===== src/rtl/mode_controller_if.sv =====
// Purpose : bundles the debounced buttons, unit status buses and controller outputs.
// Latency : n/a (wires only).
// Backpressure: none; buttons are single-cycle pulses, outputs are registered levels/pulses.
//
// Ports (master = board/units side, slave = mode_controller):
//   bU,bC,bL,bD,bR  debounced single-cycle button pulses
//   unit_time       four 36-bit BCD time buses, unit k at [36k+35:36k]
//   unit_edit       unit k is in edit mode
//   unit_done       unit k done level (timer = 2, alarm = 3)
//   tick_o          1 ms tick pulse
//   mode_o          selected unit
//   route_b*        one-hot routed button pulses
//   disp_o          BCD value for the display driver
//   alert_o         alert sequence active
//   clear_o         one-cycle done-clear pulse to unit k
interface mode_controller_if;
  logic         bU;
  logic         bC;
  logic         bL;
  logic         bD;
  logic         bR;
  logic [143:0] unit_time;
  logic [3:0]   unit_edit;
  logic [3:0]   unit_done;

  logic         tick_o;
  logic [1:0]   mode_o;
  logic [3:0]   route_bC;
  logic [3:0]   route_bL;
  logic [3:0]   route_bD;
  logic [3:0]   route_bR;
  logic [35:0]  disp_o;
  logic         alert_o;
  logic [3:0]   clear_o;

  modport master (
    output bU, bC, bL, bD, bR, unit_time, unit_edit, unit_done,
    input  tick_o, mode_o, route_bC, route_bL, route_bD, route_bR,
           disp_o, alert_o, clear_o
  );

  modport slave (
    input  bU, bC, bL, bD, bR, unit_time, unit_edit, unit_done,
    output tick_o, mode_o, route_bC, route_bL, route_bD, route_bR,
           disp_o, alert_o, clear_o
  );
endinterface


===== src/rtl/mode_controller.sv =====
// Purpose : top-level sequencer for clock/stopwatch/timer/alarm: 1 ms prescaler, unit select, alert sequence.
// Latency : all outputs registered; buttons route and display follows with 1 cycle latency.
// Backpressure: none; button pulses are consumed or dropped in the cycle they arrive.
//
// Ports:
//   clk    system clock
//   rst_n  asynchronous active-low reset
//   bus    mode_controller_if.slave (buttons, unit status in; tick, mode, routes, display, alert, clear out)
module mode_controller #(
  parameter int CLK_DIV  = 100000,
  parameter int ALERT_MS = 10000,
  parameter int BLINK_MS = 250
) (
  input  logic             clk,
  input  logic             rst_n,
  mode_controller_if.slave bus
);

  localparam int            CW         = $clog2(CLK_DIV);
  localparam logic [CW-1:0] DIV_LAST   = CW'(CLK_DIV - 1);
  localparam logic [15:0]   ALERT_INIT = 16'(ALERT_MS);
  localparam logic [15:0]   BLINK_INIT = 16'(BLINK_MS);
  localparam logic [1:0]    SRC_TIMER  = 2'd2;
  localparam logic [1:0]    SRC_ALARM  = 2'd3;

  typedef enum logic {
    NORMAL,
    ALERT
  } state_t;

  // ---------------------------------------------------------------------------
  // State
  // ---------------------------------------------------------------------------
  logic [CW-1:0] div_q, div_d;
  logic          tick_q, tick_d;
  state_t        state_q, state_d;
  logic [1:0]    mode_q, mode_d;
  logic [1:0]    src_q, src_d;
  logic [15:0]   alert_cnt_q, alert_cnt_d;
  logic [15:0]   blink_cnt_q, blink_cnt_d;
  logic          phase_q, phase_d;
  logic [1:0]    done_prev_q, done_prev_d;   // [0]=timer, [1]=alarm
  logic          armed_q, armed_d;
  logic          pend_timer_q, pend_timer_d;
  logic          pend_alarm_q, pend_alarm_d;
  logic [3:0]    route_c_q, route_c_d;
  logic [3:0]    route_l_q, route_l_d;
  logic [3:0]    route_d_q, route_d_d;
  logic [3:0]    route_r_q, route_r_d;
  logic [35:0]   disp_q, disp_d;
  logic [3:0]    clear_q, clear_d;

  // Only the timer and alarm done levels can raise an alert.
  logic unused_done;
  assign unused_done = ^bus.unit_done[1:0];

  logic [1:0] done_rise;
  logic       want_timer;
  logic       want_alarm;
  logic       any_btn;
  logic       alert_exit;
  logic [3:0] mode_hot;

  function automatic logic [35:0] unit_slice(input logic [143:0] t, input logic [1:0] k);
    logic [35:0] r;
    case (k)
      2'd0:    r = t[35:0];
      2'd1:    r = t[71:36];
      2'd2:    r = t[107:72];
      default: r = t[143:108];
    endcase
    return r;
  endfunction

  // ---------------------------------------------------------------------------
  // 1 ms prescaler; tick is registered so it lands one cycle after the wrap count
  // ---------------------------------------------------------------------------
  always_comb begin
    tick_d = (div_q == DIV_LAST);
    div_d  = (div_q == DIV_LAST) ? '0 : div_q + 1'b1;
  end

  // ---------------------------------------------------------------------------
  // Done edge detection. The first cycle after reset only samples the levels, so
  // a done that is still high when reset releases is not mistaken for a new edge.
  // ---------------------------------------------------------------------------
  always_comb begin
    done_prev_d = bus.unit_done[3:2];
    armed_d     = 1'b1;
    done_rise   = armed_q ? (bus.unit_done[3:2] & ~done_prev_q) : 2'b00;
  end

  assign any_btn  = bus.bU | bus.bC | bus.bL | bus.bD | bus.bR;
  assign mode_hot = 4'b0001 << mode_q;

  // Pending flags only exist in the first NORMAL cycle after an exit, so folding
  // them in with fresh edges serves them there, timer first.
  assign want_timer = done_rise[0] | pend_timer_q;
  assign want_alarm = done_rise[1] | pend_alarm_q;

  // Expiry is judged on the tick that would take the counter from 1 to 0.
  assign alert_exit = any_btn | (tick_q & (alert_cnt_q == 16'd1));

  // ---------------------------------------------------------------------------
  // Mode / alert FSM, next-state and outputs
  // ---------------------------------------------------------------------------
  always_comb begin
    state_d      = state_q;
    mode_d       = mode_q;
    src_d        = src_q;
    alert_cnt_d  = alert_cnt_q;
    blink_cnt_d  = blink_cnt_q;
    phase_d      = phase_q;
    pend_timer_d = pend_timer_q;
    pend_alarm_d = pend_alarm_q;
    route_c_d    = '0;
    route_l_d    = '0;
    route_d_d    = '0;
    route_r_d    = '0;
    clear_d      = '0;
    disp_d       = unit_slice(bus.unit_time, mode_q);

    case (state_q)
      NORMAL: begin
        if (want_timer || want_alarm) begin
          // Alert entry swallows any buttons arriving in the same cycle.
          state_d      = ALERT;
          src_d        = want_timer ? SRC_TIMER : SRC_ALARM;
          mode_d       = want_timer ? SRC_TIMER : SRC_ALARM;
          alert_cnt_d  = ALERT_INIT;
          blink_cnt_d  = BLINK_INIT;
          phase_d      = 1'b1;
          pend_timer_d = 1'b0;
          pend_alarm_d = want_timer & want_alarm;
        end else begin
          // Buttons go to the unit selected before any bU advance this cycle.
          route_c_d = bus.bC ? mode_hot : 4'b0000;
          route_l_d = bus.bL ? mode_hot : 4'b0000;
          route_d_d = bus.bD ? mode_hot : 4'b0000;
          route_r_d = bus.bR ? mode_hot : 4'b0000;
          if (bus.bU && !bus.unit_edit[mode_q]) begin
            mode_d = mode_q + 2'd1;
          end
        end
      end

      ALERT: begin
        disp_d = phase_q ? unit_slice(bus.unit_time, src_q) : 36'h0;

        // The other source queues behind the current alert; a repeat of the
        // current source is already being served.
        if (done_rise[1] && (src_q == SRC_TIMER)) begin
          pend_alarm_d = 1'b1;
        end
        if (done_rise[0] && (src_q == SRC_ALARM)) begin
          pend_timer_d = 1'b1;
        end

        if (tick_q) begin
          alert_cnt_d = alert_cnt_q - 16'd1;
          if (blink_cnt_q == 16'd1) begin
            blink_cnt_d = BLINK_INIT;
            phase_d     = ~phase_q;
          end else begin
            blink_cnt_d = blink_cnt_q - 16'd1;
          end
        end

        if (alert_exit) begin
          state_d = NORMAL;
          clear_d = 4'b0001 << src_q;
        end
      end

      default: begin
        state_d = NORMAL;
      end
    endcase
  end

  // ---------------------------------------------------------------------------
  // Registers
  // ---------------------------------------------------------------------------
  always_ff @(posedge clk or negedge rst_n) begin
    if (!rst_n) begin
      div_q        <= '0;
      tick_q       <= 1'b0;
      state_q      <= NORMAL;
      mode_q       <= 2'd0;
      src_q        <= 2'd0;
      alert_cnt_q  <= '0;
      blink_cnt_q  <= '0;
      phase_q      <= 1'b1;
      done_prev_q  <= 2'b00;
      armed_q      <= 1'b0;
      pend_timer_q <= 1'b0;
      pend_alarm_q <= 1'b0;
      route_c_q    <= '0;
      route_l_q    <= '0;
      route_d_q    <= '0;
      route_r_q    <= '0;
      disp_q       <= '0;
      clear_q      <= '0;
    end else begin
      div_q        <= div_d;
      tick_q       <= tick_d;
      state_q      <= state_d;
      mode_q       <= mode_d;
      src_q        <= src_d;
      alert_cnt_q  <= alert_cnt_d;
      blink_cnt_q  <= blink_cnt_d;
      phase_q      <= phase_d;
      done_prev_q  <= done_prev_d;
      armed_q      <= armed_d;
      pend_timer_q <= pend_timer_d;
      pend_alarm_q <= pend_alarm_d;
      route_c_q    <= route_c_d;
      route_l_q    <= route_l_d;
      route_d_q    <= route_d_d;
      route_r_q    <= route_r_d;
      disp_q       <= disp_d;
      clear_q      <= clear_d;
    end
  end

  assign bus.tick_o   = tick_q;
  assign bus.mode_o   = mode_q;
  assign bus.route_bC = route_c_q;
  assign bus.route_bL = route_l_q;
  assign bus.route_bD = route_d_q;
  assign bus.route_bR = route_r_q;
  assign bus.disp_o   = disp_q;
  assign bus.alert_o  = (state_q == ALERT);
  assign bus.clear_o  = clear_q;

  // ---------------------------------------------------------------------------
  // Structural invariants
  // ---------------------------------------------------------------------------
  a_clear_onehot: assert property (@(posedge clk) disable iff (!rst_n) $onehot0(clear_q));
  a_route_onehot: assert property (@(posedge clk) disable iff (!rst_n)
    $onehot0(route_c_q) && $onehot0(route_l_q) && $onehot0(route_d_q) && $onehot0(route_r_q));
  a_route_quiet_in_alert: assert property (@(posedge clk) disable iff (!rst_n)
    (state_q == ALERT) |-> ((route_c_q | route_l_q | route_d_q | route_r_q) == 4'b0000));
  a_clear_after_alert: assert property (@(posedge clk) disable iff (!rst_n)
    (clear_q != 4'b0000) |-> (state_q == NORMAL));

endmodule


===== src/flat_wrapper.sv =====
// flat-port wrapper written by rule: the top's interface ports become plain ports
module mode_controller_flat 
#(
  parameter int CLK_DIV  = 100000,
  parameter int ALERT_MS = 10000,
  parameter int BLINK_MS = 250
)
  (clk, rst_n, bus_bU, bus_bC, bus_bL, bus_bD, bus_bR, bus_unit_time, bus_unit_edit, bus_unit_done, bus_tick_o, bus_mode_o, bus_route_bC, bus_route_bL, bus_route_bD, bus_route_bR, bus_disp_o, bus_alert_o, bus_clear_o);
  mode_controller_if bus_i ();
  input  logic clk;
  input  logic rst_n;
  input wire logic [$bits(bus_i.bU)-1:0] bus_bU;
  input wire logic [$bits(bus_i.bC)-1:0] bus_bC;
  input wire logic [$bits(bus_i.bL)-1:0] bus_bL;
  input wire logic [$bits(bus_i.bD)-1:0] bus_bD;
  input wire logic [$bits(bus_i.bR)-1:0] bus_bR;
  input wire logic [$bits(bus_i.unit_time)-1:0] bus_unit_time;
  input wire logic [$bits(bus_i.unit_edit)-1:0] bus_unit_edit;
  input wire logic [$bits(bus_i.unit_done)-1:0] bus_unit_done;
  output wire logic [$bits(bus_i.tick_o)-1:0] bus_tick_o;
  output wire logic [$bits(bus_i.mode_o)-1:0] bus_mode_o;
  output wire logic [$bits(bus_i.route_bC)-1:0] bus_route_bC;
  output wire logic [$bits(bus_i.route_bL)-1:0] bus_route_bL;
  output wire logic [$bits(bus_i.route_bD)-1:0] bus_route_bD;
  output wire logic [$bits(bus_i.route_bR)-1:0] bus_route_bR;
  output wire logic [$bits(bus_i.disp_o)-1:0] bus_disp_o;
  output wire logic [$bits(bus_i.alert_o)-1:0] bus_alert_o;
  output wire logic [$bits(bus_i.clear_o)-1:0] bus_clear_o;
  assign bus_i.bU = bus_bU;
  assign bus_i.bC = bus_bC;
  assign bus_i.bL = bus_bL;
  assign bus_i.bD = bus_bD;
  assign bus_i.bR = bus_bR;
  assign bus_i.unit_time = bus_unit_time;
  assign bus_i.unit_edit = bus_unit_edit;
  assign bus_i.unit_done = bus_unit_done;
  assign bus_tick_o = bus_i.tick_o;
  assign bus_mode_o = bus_i.mode_o;
  assign bus_route_bC = bus_i.route_bC;
  assign bus_route_bL = bus_i.route_bL;
  assign bus_route_bD = bus_i.route_bD;
  assign bus_route_bR = bus_i.route_bR;
  assign bus_disp_o = bus_i.disp_o;
  assign bus_alert_o = bus_i.alert_o;
  assign bus_clear_o = bus_i.clear_o;
  mode_controller #(.CLK_DIV(CLK_DIV), .ALERT_MS(ALERT_MS), .BLINK_MS(BLINK_MS)) u_core (.clk(clk), .rst_n(rst_n), .bus(bus_i));
endmodule

===== config.mk =====
export PLATFORM = sky130hd
export DESIGN_NAME = mode_controller_flat
export DESIGN_NICKNAME = d
export VERILOG_FILES = /design/src/rtl/mode_controller_if.sv /design/src/rtl/mode_controller.sv /design/src/flat_wrapper.sv
export SDC_FILE = /design/constraint.sdc
export NUM_CORES = 1
export LEC_CHECK = 0
export CAP_MARGIN = 40
export CORE_MARGIN = 1
export CORE_UTILIZATION = 49
export CTS_CLUSTER_SIZE = 24
export DETAILED_ROUTE_END_ITERATION = 16
export GPL_TIMING_DRIVEN = 1
export PLACE_DENSITY = 0.84
export SLEW_MARGIN = 15
export SYNTH_ARGS = -nofsm -noshare
export SYNTH_HDL_FRONTEND = slang
export SYNTH_SLANG_ARGS = --single-unit

===== constraint.sdc =====
create_clock -name clk -period 4.9 [get_ports clk]
set_input_delay 0.49 -clock clk [delete_from_list [all_inputs] [get_ports clk]]
set_output_delay 0.49 -clock clk [all_outputs]
set_load 0.02 [all_outputs]

==> flow_summary.yaml, run 1 <==
route:
  wl_per_cell_um: 21.5
  dr.pass1.iters: 10
  routed_wl_um: 21600
  viasPerCell: 6.38
  dr_total_vias: 6409
  antenna_left: 0
  drc: 0
  drtIter0Drc: 842
synth:
  yosysWarnings: 0
  synth_top_area_cell: "dfrtp_1"
  synthFlopType: "dfrtp_1"
  seq_area_frac_synth_pct: 43.2
  postSynthNetCount: 781
  avgSynthCellArea_sq_um: 11.1
  synth-edff-count: 0
  synth.area.top_cells: "dfrtp_1, mux4_2, a222oi_1"
  postSynthCellCount: 612
  ys_ff_latch: 117
  synthDistinctLibCells: 67
  async_flop_share_pct: 100
  synth.top_cell.area_share_pct: 42.8
  syn_area_sq_um: 6790
pwr:
  ir_drop_v: 0.000410
  p_leak_nw: 3.99
  power_density_nw_per_um2: 521
  finalPower_mw: 5.05
sta:
  rsz0062_at_grt: "false"
  hold_violations: 0
  setup_viol: 0
  relSlewSlack_pct: 49.6
  slew_violations: 0
  fin_crit_sh_pct: 49.6
  finalCriticalPeriod_ns: 2.43
  max_freq_mhz: 411
  worstMarginPinSlew_ns: 0.753
  finClkSkew_ns: 0.00877
  timing.setup.tns_ns: 0
final_layout:
  synthToLayoutAreaGrowth_pct: 43.0
  fin_area_sq_um: 9700
  multi_input_area_sq_um: 3590
  nFillCells: 894
  finalNonFillerCells: 1004
  nets: 983
  ff_latch_area_sq_um: 2930
  drive_above_1_share_pct: 12.8
clock_tree:
  cts_max_level: 4
  postCtsSetupBuffers: 0
  cts_root_buf: "clkbuf_16"
  clk_latency_ns: 0.42
  numCtsBuffers: 17
  clockBufferDepth: 2
  cts_tree: "yes"
  cts.sinks: 117
  clkTransAtPathRegs_ns: 0.06
  cts_resized: 0
global_routing:
  grt_max_degree: 59
  antenna_found_initial: 1
  grt_pass1_wl_um: 33600
  grt_usage_pct: 30.7
  grt_overflow: 0
  grt_pass1_vias: 6477
placed_design:
  place_congestion: 0.855
  placed_area_sq_um: 9060
  dpl.cell_count: 970
  dp_hpwl_um: 15000
  io_buffers: 216
floorplanning:
  core_area_sq_um: 13300
  rows: 42
  die_x_um: 120
  num_io_pins: 219
  dieArea_sq_um: 14300
  start_util_pct: 50.8
  die-height_um: 120
worst_setup_path:
  r2r_setup_slack_ns: 2.47
  required_ns: 5.21
  cp.arrival_ns: 2.74
  reg2reg_from: "u_core.bus.alert_o"
  path_class: "reg -> reg"
  crit_fanout: 42
  cp-end-kind: "flop"
  critPathLaunch: "u_core.bus.alert_o"
  start_kind: "flop"
run_status:
  status: "finished clean"
flow_run:
  max_cap_violations: 0
min_path:
  holdCritStartpoint: "u_core.alert_cnt_q[15]"
  hold_class: "reg -> reg"
-- area by class of cell --
class                           instances  area share (%)
Timing Repair Buffer                  228            23.5
Tap cell                              176            2.27
Antenna cell                            1          0.0258
Inverter                               12           0.464
Sequential cell                       117            30.2
Multi-Input combinational cell        438            37.0
Clock buffer                           21            4.75
Clock inverter                         11            1.79
-- final timing paths --
kind,endpoint,cells past startpoint
max,u_core.blink_cnt_q[2],7
min in group asynchronous,u_core.blink_cnt_q[7],2
min reg2reg,u_core.alert_cnt_q[15],1
max in group asynchronous,u_core.src_q[0],4
max reg2reg,u_core.blink_cnt_q[2],7
min,u_core.alert_cnt_q[15],1
-- through the flow --
step	hold WS, ns	setup WS [ns]	util (%)
global route	0.495	2.30	72.7
floorplan	0.194	2.82	-
detailed placement	0.409	2.10	67.8
finish	0.475	2.47	72.7
global placement	0.455	2.03	67.5
CTS	0.481	2.50	72.7
-- cells in the final DEF, fill, tap and decap left out, types with 3 or more instances in the layout --
cell type / count
clkdlybuf4s50_1: 215
dfrtp_1: 114
nand2_1: 62
nand2b_1: 36
a222oi_1: 36
mux4_2: 36
nor2_1: 35
a32o_1: 35
nand3_1: 20
o21ai_0: 19
and3_1: 17
clkbuf_16: 17
xnor2_1: 14
a21oi_1: 13
nor3_1: 11
inv_1: 10
ha_1: 10
buf_4: 9
xor2_1: 8
nand4_1: 6
nor4_1: 6
or3_1: 4
a31oi_1: 4
and2_1: 4
bufinv_16: 4
a21o_1: 3
a22oi_1: 3
o31ai_1: 3
or2_2: 3
or4_1: 3
or3_4: 3
clkinvlp_4: 3
-- logic make-up after synthesis --
| group | Yosys count | share of synthesized area [%] |
|---|---|---|
| AOI/OAI and AO/OA | 133 | 16.6 |
| xor gates and xnor gates | 22 | 2.84 |
| adders and majority gates | 10 | 1.84 |
| buffers and inverters | 57 | 3.96 |
| DFF | 117 | 43.2 |
| muxes | 40 | 12.6 |
| other | 1 | 0.0553 |
| and+or+nand+nor | 232 | 19.0 |
-- power by group --
part / total, mW / leakage [nW] / internal [mW] / switching, mW
Sequential: 1.32 / 1.47 / 1.19 / 0.131
Clock: 1.34 / 0.300 / 0.879 / 0.456
Combinational: 2.40 / 2.22 / 1.12 / 1.28
-- worst max-delay path: stages, from the launching register on --
cell and delay [ns]:
dfrtp_1 0.58, clkinv_1 0.13, buf_4 0.45, o41ai_2 0.27, buf_2 0.23, nand2_1 0.29, o21ai_0 0.16, a21o_1 0.20
-- registers in the layout (all words and copies together), names as in the netlist, 4 cells and up --
name,flops
u_core.alert_cnt_q,16
u_core.blink_cnt_q,16
u_core.bus.clear_o,4
u_core.bus.disp_o,36
u_core.bus.route_bC,4
u_core.bus.route_bD,4
u_core.bus.route_bL,4
u_core.bus.route_bR,4
u_core.div_q,17
-- cell usage after synthesis, types with 2 or more instances --
cell and count:
dfrtp_1 116, nand2_1 62, a222oi_1 36, mux4_2 36
nand2b_1 36, a32o_1 35, nor2_1 35, clkbuf_1 34
nand3_1 20, o21ai_0 19, and3_1 17, xnor2_1 14
a21oi_1 13, nor3_1 11, ha_1 10, inv_1 10
xor2_1 8, nand4_1 6, nor4_1 6, clkbuf_8 5
a31oi_1 4, and2_1 4, buf_2 4, or3_1 4
a21o_1 3, a22oi_1 3, o31ai_1 3, or2_2 3
or3_4 3, or4_1 3, a211oi_1 2, and3b_1 2
buf_1 2, mux2_2 2, mux2i_1 2, nor2b_1 2
nor3_4 2, nor4_4 2, o2111a_1 2, o211ai_1 2
or3_2 2, or4_4 2
-- repair_timing --
| action | 4_1_cts | 5_1_grt |
|---|---|---|
| hold buffers | 1 | 0 |
| hold endpoints to repair | 19 | 0 |
| setup endpoints to repair | 0 | 0 |
-- layer usage --
layer / track usage, % / up-vias / share of wire [%]
li1: - / 2806 / -
met1: 37.0 / 3119 / 37
met2: 50.4 / 410 / 50
met3: 8.08 / 74 / 8.7
met4: 16.2 / 0 / 4.5
met5: 0 / - / 0
(Power assumes the default switching activity.)
==> run 2, diff against run 1 <==
--- a/config.mk
+++ b/config.mk
@@ -7,11 +7,11 @@
 export LEC_CHECK = 0
 export CAP_MARGIN = 40
 export CORE_MARGIN = 1
-export CORE_UTILIZATION = 49
+export CORE_UTILIZATION = 47
 export CTS_CLUSTER_SIZE = 24
 export DETAILED_ROUTE_END_ITERATION = 16
 export GPL_TIMING_DRIVEN = 1
-export PLACE_DENSITY = 0.84
+export PLACE_DENSITY = 0.81
 export SLEW_MARGIN = 15
 export SYNTH_ARGS = -nofsm -noshare
 export SYNTH_HDL_FRONTEND = slang
==> constraint.sdc (replaced) <==
create_clock -name clk -period 2.3 [get_ports clk]
set_input_delay 0.23 -clock clk [delete_from_list [all_inputs] [get_ports clk]]
set_output_delay 0.23 -clock clk [all_outputs]
set_load 0.02 [all_outputs]
==> run 2 against run 1 <==
Critical path depth unchanged; sequential power up 110%; clock power up 93%; cell area up 0.90%; clock-buffer cell count down 2; largest cell class unchanged; critical path type unchanged.
==> flow_summary.yaml, run 2 (synthesized netlist as in run 1, its figures left out) <==
floorplanning:
  dieArea_sq_um: 14900
  core_area_sq_um: 14000
  num_io_pins: 219
  die_x_um: 122
  start_util_pct: 48.5
  rows: 43
  die-height_um: 122
placed_design:
  placed_area_sq_um: 9210
  dp_hpwl_um: 15700
  place_congestion: 0.859
  io_buffers: 216
sta:
  rsz0062_at_grt: "false"
  relSlewSlack_pct: 64.5
  finalCriticalPeriod_ns: 2.08
  hold_violations: 0
  timing.setup.tns_ns: 0
  finClkSkew_ns: 0.0112
  max_freq_mhz: 480
  worstMarginPinSlew_ns: 0.533
  setup_viol: 0
  fin_crit_sh_pct: 90.6
  slew_violations: 0
global_routing:
  grt_pass1_wl_um: 34600
  antenna_found_initial: 0
  grt_max_degree: 50
  grt_overflow: 0
  grt_usage_pct: 30.8
  grt_pass1_vias: 6650
clock_tree:
  cts_root_buf: "clkbuf_16"
  cts_tree: "yes"
  cts.sinks: 117
  clkTransAtPathRegs_ns: 0.06
  numCtsBuffers: 17
  clk_latency_ns: 0.42
  cts_resized: 0
  cts_max_level: 4
  clockBufferDepth: 2
pwr:
  power_density_nw_per_um2: 1100
  p_leak_nw: 4.05
  ir_drop_v: 0.000649
final_layout:
  nets: 998
  drive_above_1_share_pct: 14.4
  largest_reg_flops: 36
  fin_area_sq_um: 9790
  antenna_cells: 0
  layout_commonest_cell: "clkdlybuf4s50_1"
  final_cell_mix: "clkdlybuf4s50_1, dfrtp_1, nand2_1"
  synthToLayoutAreaGrowth_pct: 44.3
  nFillCells: 975
worst_setup_path:
  critPathMaxStageDelay_ns: 0.46
  cp.arrival_ns: 2.38
  crit_slowest_cell: "or3b_2"
  crit_chain: "inv_1, ha_1, or3b_2, or4_1, and2_1, o21ai_1, o31ai_1"
  start_kind: "flop"
  cp-end-kind: "flop"
  required_ns: 2.60
  path_class: "reg -> reg"
  crit_fanout: 6
route:
  routed_wl_um: 22500
  wl_per_cell_um: 22.0
  antenna_left: 0
  dr.pass1.iters: 7
  drtIter0Drc: 809
  drc: 0
  dr_total_vias: 6533
  viasPerCell: 6.39
min_path:
  hold_class: "in -> reg"
run_status:
  status: "finished clean"
flow_run:
  max_cap_violations: 0
-- run 2: final timing paths --
path,cells after the start,from,endpoint,slack [ns]
max in group asynchronous,3,rst_n,u_core.phase_q,1.26
min,1,bus_unit_done[2],u_core.done_prev_q[0],0.28
min reg2reg,1,u_core.div_q[0],u_core.div_q[0],0.49
min in group asynchronous,2,rst_n,u_core.alert_cnt_q[9],0.33
max,7,u_core.blink_cnt_q[0],u_core.blink_cnt_q[10],0.22
max reg2reg,7,u_core.blink_cnt_q[0],u_core.blink_cnt_q[10],0.22
-- run 2: final cells by class --
| type | instances | area [sq um] | share of cell area, % |
|---|---|---|---|
| clock buffer | 19 | 443 | 4.52 |
| clock inverter | 13 | 133 | 1.35 |
| inverter | 12 | 45.0 | 0.460 |
| multi-input combinational | 438 | 3590 | 36.6 |
| sequential | 117 | 2930 | 29.9 |
| tap | 180 | 225 | 2.30 |
| timing repair buffer | 243 | 2430 | 24.8 |
-- run 2: repair_timing --
action | CTS | global route
hold endpoints to repair | 36 | 0
setup buffers | 0 | 0
setup endpoints to repair | 0 | 0
hold buffers | 1 | 0
-- run 2: metal layers --
layer / vias to the layer above / routed length, um / GRT usage, %
li1: 2817 / - / -
met1: 3246 / 8210 / 36.8
met2: 398 / 11300 / 50.8
met3: 72 / 2070 / 8.47
met4: 0 / 909 / 16.2
met5: - / 0 / 0
-- run 2: where the power goes --
group / leakage (nW) / switching [mW] / internal, mW / total [mW]
clock: 0.275 / 0.972 / 1.61 / 2.59
sequential: 1.47 / 0.222 / 2.53 / 2.76
combinational: 2.30 / 2.88 / 2.56 / 5.43
-- run 2: critical path: cells and delay by family, from the launching register on --
family                     cells  cell delay [ns]
and+or+nand+nor                3             1.06
DFF                            1             0.44
AOI/OAI and AO/OA              2             0.19
adders and majority gates      1             0.17
buffers and inverters          1             0.09
-- run 2: metrics by stage --
step | utilization [%] | total power [mW] | hold slack (ns) | worst slack, ns | instances
after floorplan | - | 6.03 | -0.0656 | 0.221 | 612
after global placement | 65.8 | 7.96 | 0.235 | 0.180 | 989
after detailed placement | 65.8 | 8.14 | 0.243 | 0.163 | 989
after CTS | 70.0 | 10.8 | 0.269 | 0.227 | 1022
after global routing | 70.0 | 11.3 | 0.291 | 0.117 | 1022
final | 70.0 | 10.8 | 0.277 | 0.216 | 1022
==> run 3, diff against run 2 <==
--- a/config.mk
+++ b/config.mk
@@ -7,11 +7,13 @@
 export LEC_CHECK = 0
 export CAP_MARGIN = 40
 export CORE_MARGIN = 1
-export CORE_UTILIZATION = 47
+export CORE_UTILIZATION = 48
+export CTS_BUF_LIST = sky130_fd_sc_hd__clkbuf_4
 export CTS_CLUSTER_SIZE = 24
 export DETAILED_ROUTE_END_ITERATION = 16
 export GPL_TIMING_DRIVEN = 1
-export PLACE_DENSITY = 0.81
+export PLACE_DENSITY = 0.83
+export SKIP_LAST_GASP = 1
 export SLEW_MARGIN = 15
 export SYNTH_ARGS = -nofsm -noshare
 export SYNTH_HDL_FRONTEND = slang
==> constraint.sdc (replaced) <==
create_clock -name clk -period 2.2 [get_ports clk]
set_input_delay 0.22 -clock clk [delete_from_list [all_inputs] [get_ports clk]]
set_output_delay 0.22 -clock clk [all_outputs]
set_load 0.02 [all_outputs]
==> run 3 against run 2 <==
Global-route usage down 1.4 points; highest routed layer unchanged; worst setup slack worse by 0.14 ns; sequential power up 3%; die area down 2.0%; largest power group unchanged.
==> flow_summary.yaml, run 3 (synthesized netlist as in run 1, its figures left out) <==
sta:
  slew_violations: 0
  finalCriticalPeriod_ns: 2.13
  postLayoutSetupSlackWorst_ns: 0.0722
  setup_viol: 0
  timing.setup.tns_ns: 0
  finClkSkew_ns: 0.0177
  fin_crit_sh_pct: 96.7
  max_freq_mhz: 470
  rsz0062_at_grt: "false"
  relSlewSlack_pct: 64.3
  hold_violations: 0
  worstMarginPinSlew_ns: 0.532
flow_run:
  max_cap_violations: 0
floorplanning:
  num_io_pins: 219
  die_x_um: 121
  start_util_pct: 49.1
  core_area_sq_um: 13800
  dieArea_sq_um: 14600
  die-height_um: 121
  rows: 43
route:
  wl_per_cell_um: 20.6
  antenna_left: 0
  dr.pass1.iters: 6
  routed_wl_um: 21100
  dr_total_vias: 6417
  drc: 0
  drtIter0Drc: 690
  viasPerCell: 6.26
final_layout:
  largest_reg_flops: 36
  synthToLayoutAreaGrowth_pct: 41.1
  layout_commonest_cell: "clkdlybuf4s50_1"
  finalNonFillerCells: 1025
  fin_util_pct: 69.2
  nets: 1000
  drive_above_1_share_pct: 14.8
  final_cell_mix: "clkdlybuf4s50_1, dfrtp_1, nand2_1"
worst_setup_path:
  crit_fanout: 3
  crit_slowest_cell: "or3b_2"
  cp.arrival_ns: 2.53
  path_class: "reg -> reg"
  cp_num_buf_inv: 1
  start_kind: "flop"
  cp-end-kind: "flop"
  critPathMaxStageDelay_ns: 0.47
  crit_chain: "inv_1, ha_1, or3b_2, or4_1, and2_1, o21ai_1, o31ai_1"
  worst_path_dominant_cell_family: "simple AND/OR/NAND/NOR gates"
  required_ns: 2.60
global_routing:
  grt_pass1_wl_um: 33100
  antenna_found_initial: 1
  grt_overflow: 0
  grt_max_degree: 49
  grt_usage_pct: 29.5
  grt_pass1_vias: 6644
clock_tree:
  clkTransAtPathRegs_ns: 0.12
  cts_max_level: 4
  cts_resized: 0
  cts_root_buf: "clkbuf_4"
  cts.sinks: 117
  clk_latency_ns: 0.53
  cts_tree: "yes"
  clockBufferDepth: 2
  numCtsBuffers: 17
pwr:
  power_density_nw_per_um2: 1070
  ir_drop_v: 0.000687
  p_leak_nw: 3.95
  finalPower_mw: 10.2
placed_design:
  dp_hpwl_um: 14700
  dpl.cell_count: 991
  dp_slack_ns: 0.0262
  place_congestion: 0.835
  io_buffers: 216
min_path:
  hold_class: "in -> reg"
run_status:
  status: "finished clean"
-- run 3: layout make-up --
type,count,area (sq um)
inverter,12,45.0
antenna,1,2.50
multi-input combinational,438,3590
sequential,117,2930
clock inverter,13,183
tap,180,225
clock buffer,19,143
timing repair buffer,245,2450
fill,989,4260
-- run 3: through the flow --
stage / instance area, sq um / hold slack [ns]
3_5_place_dp: 9230 / 0.207
2_1_floorplan: 6790 / -0.0756
4_1_cts: 9570 / 0.118
5_1_grt: 9570 / 0.119
6_report: 9570 / 0.164
3_3_place_gp: 9230 / 0.203
-- run 3: final timing paths --
| kind | startpoint | end | slack [ns] | cells past startpoint |
|---|---|---|---|---|
| min in group asynchronous | rst_n | u_core.alert_cnt_q[7] | 0.19 | 2 |
| max reg2reg | u_core.blink_cnt_q[1] | u_core.blink_cnt_q[10] | 0.07 | 7 |
| max in group asynchronous | rst_n | u_core.phase_q | 1.34 | 3 |
| min reg2reg | u_core.div_q[0] | u_core.div_q[0] | 0.49 | 1 |
| min | bus_unit_done[3] | u_core.done_prev_q[1] | 0.16 | 1 |
| max | u_core.blink_cnt_q[1] | u_core.blink_cnt_q[10] | 0.07 | 7 |
-- run 3: report_power, final --
part | leakage (nW) | switching (mW) | internal [mW]
sequential | 1.47 | 0.197 | 2.64
combinational | 2.32 | 2.95 | 2.68
clock | 0.165 | 0.843 | 0.923
-- run 3: what timing repair did --
item,in CTS,in global routing
setup buffers,0,0
hold endpoints to repair,33,0
hold buffers,1,0
-- run 3: routing by layer --
metal / global-route usage, % / share of wire (%) / vias to the layer above
met2: 47.5 / 49 / 360
met5: 0 / 0 / -
met3: 8.41 / 9.1 / 58
met4: 15.6 / 3.7 / 0
met1: 35.8 / 38 / 3176
li1: - / - / 2823
